## src/rtl/branch_resolve_stage.sv

```systemverilog
// Execute-to-memory stage: resolves conditional branches, pulses a fetch
// redirect on taken ones, and buffers results in a two-entry skid buffer.
module branch_resolve_stage (
    input  logic        clk,
    input  logic        rst,
    input  logic        in_valid,
    output logic        in_ready,
    input  logic [31:0] alu_out,
    input  logic        eq,
    input  logic        gt,
    input  logic        gtu,
    input  logic        is_branch,
    input  logic [2:0]  br_funct3,
    input  logic [31:0] pc,
    input  logic [31:0] imm,
    input  logic [4:0]  rd,
    input  logic        reg_write,
    input  logic        flush,
    output logic        out_valid,
    input  logic        out_ready,
    output logic [31:0] out_alu,
    output logic [4:0]  out_rd,
    output logic        out_reg_write,
    output logic        redirect_valid,
    output logic [31:0] redirect_pc
);

    typedef enum logic [1:0] {EMPTY, ONE, TWO} state_t;

    typedef struct packed {
        logic [31:0] alu;
        logic [4:0]  rd;
        logic        rw;
    } entry_t;

    state_t      state;
    entry_t      head;
    entry_t      skid;
    entry_t      incoming;
    logic        accept;
    logic        pop;
    logic        cond;
    logic        fire;
    logic [31:0] target;

    assign accept   = in_valid & in_ready;
    assign pop      = out_valid & out_ready;
    assign incoming = {alu_out, rd, reg_write & ~is_branch};
    assign target   = pc + imm;
    assign fire     = accept & is_branch & cond & ~flush;

    assign out_alu       = head.alu;
    assign out_rd        = head.rd;
    assign out_reg_write = head.rw;

    // lt/ltu are derived as !(gt|eq) since the ALU only exports gt flags
    always_comb begin
        cond = 1'b0;
        unique case (br_funct3)
            3'b000:  cond = eq;
            3'b001:  cond = ~eq;
            3'b100:  cond = ~(gt | eq);
            3'b101:  cond = gt | eq;
            3'b110:  cond = ~(gtu | eq);
            3'b111:  cond = gtu | eq;
            default: cond = 1'b0;
        endcase
    end

    always_ff @(posedge clk or posedge rst) begin
        if (rst) begin
            state          <= EMPTY;
            head           <= '0;
            skid           <= '0;
            in_ready       <= 1'b1;
            out_valid      <= 1'b0;
            redirect_valid <= 1'b0;
            redirect_pc    <= '0;
        end else begin
            redirect_valid <= fire;
            if (fire)
                redirect_pc <= target;

            if (flush) begin
                state     <= EMPTY;
                out_valid <= 1'b0;
                in_ready  <= 1'b1;
            end else begin
                unique case (state)
                    EMPTY: begin
                        if (accept) begin
                            head      <= incoming;
                            state     <= ONE;
                            out_valid <= 1'b1;
                        end
                    end
                    ONE: begin
                        if (accept && !pop) begin
                            skid     <= incoming;
                            state    <= TWO;
                            in_ready <= 1'b0;
                        end else if (!accept && pop) begin
                            state     <= EMPTY;
                            out_valid <= 1'b0;
                        end else if (accept) begin
                            head <= incoming;
                        end
                    end
                    TWO: begin
                        if (pop) begin
                            head     <= skid;
                            state    <= ONE;
                            in_ready <= 1'b1;
                        end
                    end
                    default: begin
                        state     <= EMPTY;
                        out_valid <= 1'b0;
                        in_ready  <= 1'b1;
                    end
                endcase
            end
        end
    end

endmodule

```

## config.mk

```make
export PLATFORM = sky130hd
export DESIGN_NAME = branch_resolve_stage
export DESIGN_NICKNAME = d
export VERILOG_FILES = /design/src/rtl/branch_resolve_stage.sv
export SDC_FILE = /design/constraint.sdc
export NUM_CORES = 1
export LEC_CHECK = 0
export ABC_AREA = 1
export BUFFER_PORTS_ARGS = -buffer_cell sky130_fd_sc_hd__buf_2
export CAP_MARGIN = 20
export CORE_UTILIZATION = 45
export DETAILED_ROUTE_END_ITERATION = 10
export PLACE_DENSITY = 0.7
export SETUP_SLACK_MARGIN = 0.15
export SLEW_MARGIN = 20
export SYNTH_ARGS = -nofsm -noshare
export SYNTH_HDL_FRONTEND = slang
export SYNTH_SLANG_ARGS = --single-unit
```

## constraint.sdc

```tcl
create_clock -name clk -period 5.4 [get_ports clk]
set_input_delay 0 -clock clk [delete_from_list [all_inputs] [get_ports clk]]
set_output_delay 0 -clock clk [all_outputs]
set_load 0.005 [all_outputs]
```

# [After elaboration in Yosys (flattened, before gate mapping)]
# Index checks and enable logic that the tools add are counted.
[word_totals] regBits=113 inputBits=114
[op_classes] n_reduce_logical=12 mux=21 bitwise=13 add_sub_neg=1 eq_ne=18
[ops] operator="2-to-1 mux 38 bit" count=4
[ops] operator="case mux 38 bit (3 select lines)" count=1
[ops] operator="adder 32 bit" count=1
[ops] operator="!= test 3 bit (second input constant)" count=5
[ops] operator="equality test 3 bit (second input constant)" count=4
[ops] operator="2-to-1 mux 2 bit" count=5
[ops] operator="!= test 2 bit (second input constant)" count=5
[ops] operator="AND reduction 3 bit" count=3
[ops] operator="2-to-1 mux 1 bit" count=7
[ops] operator="AND 1 bit" count=6
[ops] operator="case mux 1 bit (3 select lines)" count=2
[ops] operator="case mux 1 bit (6 select lines)" count=1
[ops] operator="case mux 2 bit (3 select lines)" count=1
[ops] operator="NOT 1 bit" count=5
[ops] operator="AND reduction 5 bit" count=1
[ops] operator="!= test 4 bit (second input constant)" count=1
[ops] operator="AND reduction 4 bit" count=1
[ops] operator="equality test 3 x 1 -> 1 bit (second input constant)" count=1
[ops] operator="zero test 3 bit" count=1
[ops] operator="nonzero test 3 bit" count=1
[ops] operator="equality test 2 x 1 -> 1 bit (second input constant)" count=1
[ops] operator="equality test 2 bit (second input constant)" count=1
[ops] operator="logical AND 1 bit" count=2
[ops] operator="zero test 1 bit" count=2
[ops] operator="other kinds (2)" count=3

# [Logic depth before layout (Yosys ltp)]
[depth] depth_word=7 ltp_mapped=12 ltp_nobuf=12

# [Least setup slack after synthesis]
# Ideal clock, no wire load.
[synth_timing] path_kind="register to register" startpoint="register in_ready" endpoint="register head, in the netlist out_alu[12]" setup_slack_ps=3854 n_path_buf=1 setup_time_ps=119 stages_incl_launch_ff=8 arrival_time_ps=1427 path_cell_list="dfstp_2 nand2_1 inv_1 o21ai_1 nor3_4 clkbuf_1 nand2_1 o21a_1"
[synth_between] elab_chain_len=5 word_cells_on_any_way=11 cone_classes="eq/ne: 2; mux: 4; bitwise: 1; reduce/logical: 4"
[synth_lines] item="start, declared" line="7" text="output logic in_ready,"
[synth_lines] item="start signal, assigned" line="75" text="in_ready <= 1'b1;"
[synth_lines] item="start signal, assigned" line="87" text="in_ready <= 1'b1;"
[synth_lines] item="start signal, assigned" line="101" text="in_ready <= 1'b0;"
[synth_lines] item="AND 1 bit (*)" line="46" text="assign accept = in_valid & in_ready;"
[synth_lines] item="2-to-1 mux 38 bit or zero test 1 bit (tied branches)"
[synth_lines] item="2-to-1 mux 38 bit or logical AND 1 bit (tied branches)"
[synth_lines] item="2-to-1 mux 38 bit or != test 2 bit (tied branches)"
[synth_lines] item="case mux 38 bit (3 select lines) or AND reduction 5 bit (tied branches)"
[synth_lines] item="end signal, assigned" line="92" text="head <= incoming;"
[synth_lines] item="end signal, assigned" line="106" text="head <= incoming;"
[synth_lines] item="end signal, assigned" line="111" text="head <= skid;"
[synth_lines] item="end, declared" line="37" text="entry_t head;"
# Mark *: on every way between the ends. The rest lies on a longest branch, timed or not. The select of a mux whose other input is x is not followed.
# A chain may end at the register's enable or synchronous reset.

# [Final worst setup path]
[layout_timing] startpoint="register state[1]" endpoint="register head, in the netlist out_alu[30]"
[layout_between] elab_chain_len=3 word_cells_on_any_way=9 cone_classes="eq/ne: 5; mux: 1; reduce/logical: 3"
[layout_lines] item="start, declared" line="36" text="state_t state;"
[layout_lines] item="start signal, assigned" line="72" text="state <= EMPTY;"
[layout_lines] item="start signal, assigned" line="85" text="state <= EMPTY;"
[layout_lines] item="start signal, assigned" line="93" text="state <= ONE;"
[layout_lines] item="equality test 2 x 1 -> 1 bit (tied with other cells)" line="89" text="unique case (state)"
[layout_lines] item="!= test 2 bit (no source line) or nonzero test 3 bit (tied branches)"
[layout_lines] item="AND reduction 5 bit (no source line)"
# Several ways; a longest one is shown, not always the timed one.

==> run summary <==
Routed Wire Length -> 17370 um
First-pass GRT wire length -> 28460 um
Most common cell after layout, fill and taps aside -> nand2_1
Largest net degree at the start of global routing -> 73
Crit. End Element -> register
Final Non-Filler Cells -> 1476
Clock root cell -> clkbuf_16
DIE WIDTH -> 127.7 um
Worst-path clk slew -> 0.06 ns
Share of cells above drive strength 1 -> 18.42%
Status -> complete, no violations
Total gr overflow -> 0
Normalized max-slew margin -> 46.06%
Final worst path period need -> 2.330 ns
RSZ-0062 raised after global routing -> no
CTS tree -> yes
Slew @ Worst Pin -> 0.8091 ns
Total of max-cap violations -> 0
Net Switching -> 1256 uW
Die area -> 16310 sq um
Routability cong. -> 0.8459
TritonCTS Buffers -> 17
Dpl cells -> 1396
Total number of yosys warnings -> 0
CTS H-Tree Depth -> 4
Leak -> 0.005209 uW
Number of diodes -> 0
Core Rows -> 45
Final #Nets -> 1398
Sw Ratio -> 33.51%
Total track usage -> 22.06%
Clock Path Buffers -> 2
Tcrit/Tclk final -> 43.14%
Worst Hold Class -> in -> reg
Vias per cell -> 4.680
Worst hold slack -> 0.05704 ns
Antenna Nets Post-Route -> 0
Slew Viols, Final -> 0
Most frequent cells in the layout -> nand2_1, buf_2, inv_1
CP required -> 5.69 ns
CP max FO -> 71
Crit path setup slack, layout -> 3.070 ns
Total Power -> 3749 uW
Post-Syn Nets -> 1170
Core Region -> 15310 sq um
WL/cell -> 11.77 um
Pwr per Cell Area -> 404.8 nW/um^2
Clock share of power -> 29.3%
Layout Skew -> 0.007665 ns
Pre-CTS WS -> 2.499 ns
Clk sinks -> 113
Seq/Total Area, Yosys -> 39.79%
Seq cells post-synth -> 113
Mapped Cells -> 1024
Achievable clock frequency -> 429.2 MHz
Worst skew pair latency -> 0.40 ns
Setup_tns -> 0 ns
Fin. Hold Viols -> 0
Comb pwr share -> 32.5%
Die Ht -> 127.7 um
Distinct cells, synth -> 30
WP data arrival -> 2.62 ns
Area Growth Syn to Fin -> 30.23%
Worst Setup Path Type -> reg -> reg
Initial drt markers -> 287
Sequential share of power -> 38.2%
# setup viols final -> 0
Ports -> 187
Initial DRT Pass Iterations -> 4
Max IR drop VDD -> 0.2024 mV
Vias in the first global route -> 6266
DRC -> 0
Pint -> 2493 uW
Initial Util -> 46.43%
Startpoint Class -> register
IO Port Bufs -> 186
Antenna violations before repair -> 0
Via Count -> 6908
Avg Synthesized Cell Area -> 6.944 sq um
Cell area after synthesis -> 7111 sq um
Resized cells post-CTS -> 0
HPWL Detailed -> 12780 um
==> logic make-up (layout without fill, tap and decap cells) <==
group,count (synthesis),after routing,synth area share [%]
AND/OR/NAND/NOR,510,510,28.65
buffers and inverters,189,430,10.68
AO/OA/AOI/OAI,165,165,13.30
flip-flops,113,113,39.79
adder cells (fa/ha/maj),32,32,5.736
XOR/XNOR,15,15,1.848
==> path summary, 6_finish.rpt <==
check                                                   end  slack (ns)                  startpoint  cells past startpoint
worst max-delay path                out_alu[30]$_DFFE_PP0P_        3.07        state[1]$_DFFE_PP0P_                      8
worst min-delay path            redirect_pc[30]$_DFFE_PP0P_        0.06                     imm[30]                      5
worst max register to register      out_alu[30]$_DFFE_PP0P_        3.07        state[1]$_DFFE_PP0P_                      8
worst min register to register   redirect_pc[1]$_DFFE_PP0P_        0.47  redirect_pc[1]$_DFFE_PP0P_                      2
max in group asynchronous            out_alu[6]$_DFFE_PP0P_        3.96                         rst                      4
min in group asynchronous          redirect_valid$_DFF_PP0_        0.32                         rst                      3
==> cell usage after synthesis <==
library cell    n  area share [%]
a21boi_0        1            0.11
a21o_1          1            0.11
a21oi_1        24             1.7
a2bb2oi_1       1            0.12
and2_1          2            0.18
buf_2           8            0.56
buf_6           5            0.79
clkbuf_1       15            0.79
dfrtp_1       112              39
dfstp_2         1            0.37
fa_1            1            0.28
ha_1           31             5.5
inv_1         156             8.2
inv_2           4            0.21
inv_4           1           0.088
nand2_1       398              21
nand3_1        46             3.2
nand3b_1        5            0.53
nand4_1         4            0.35
nor2_1         49             2.6
nor2_4          2            0.32
nor3_1          3            0.21
nor3_4          1            0.23
o21a_1         39             4.1
o21ai_0        82             5.8
o21ai_1        12            0.84
o21bai_1        3            0.32
o221ai_1        1            0.12
o31ai_1         1            0.11
xnor2_1        15             1.8
==> timing repair <==
action                    4_1_cts  5_1_grt
hold buffers                   47        0
hold endpoints to repair      110        0
buffers inserted                0        0
==> final cells by class <==
cell class | count | area (sq um)
fill | 1464 | 6055
clock inverter | 14 | 153.9
sequential | 113 | 2829
clock buffer | 18 | 439.2
timing repair buffer | 237 | 1435
multi-input combinational | 722 | 3530
tap | 211 | 264.0
inverter | 161 | 609.3
==> power groups by stage <==
stage	Clock, uW	Sequential, uW	Combinational (uW)
detailed placement	0	1440	1190
finish	1100	1430	1220
global placement	0	1430	1160
global route	1160	1480	1390
floorplan	0	1440	726
CTS	1120	1430	1220
==> through the flow <==
step,util [%],area [sq um]
2_1_floorplan,-,7111
3_3_place_gp,53.42,8180
3_5_place_dp,53.42,8180
4_1_cts,60.36,9244
5_1_grt,60.47,9260
6_report,60.47,9260
==> flip-flops by register name, indices dropped and copies added, names as in the netlist <==
register	count
in_ready	1
out_alu	32
out_rd	5
out_reg_write	1
out_valid	1
redirect_pc	32
redirect_valid	1
skid	38
state	2
==> layer usage <==
metal,wire length (um),GRT usage (%),vias to the layer above
li1,-,-,3661
met1,8017,27.75,3052
met2,8214,37.22,168
met3,628,4.007,27
met4,510,9.619,0
met5,0,0,-
==> worst max-delay path, cell delays in order (launching register included) <==
cell     delay (ns)
dfrtp_1        0.43
inv_2          0.11
nor2_4         0.06
inv_4          0.43
nor2_4         0.07
nor3_4         0.40
buf_4          0.46
nand2_1        0.10
o21a_1         0.12
(Power assumes the default switching activity.)
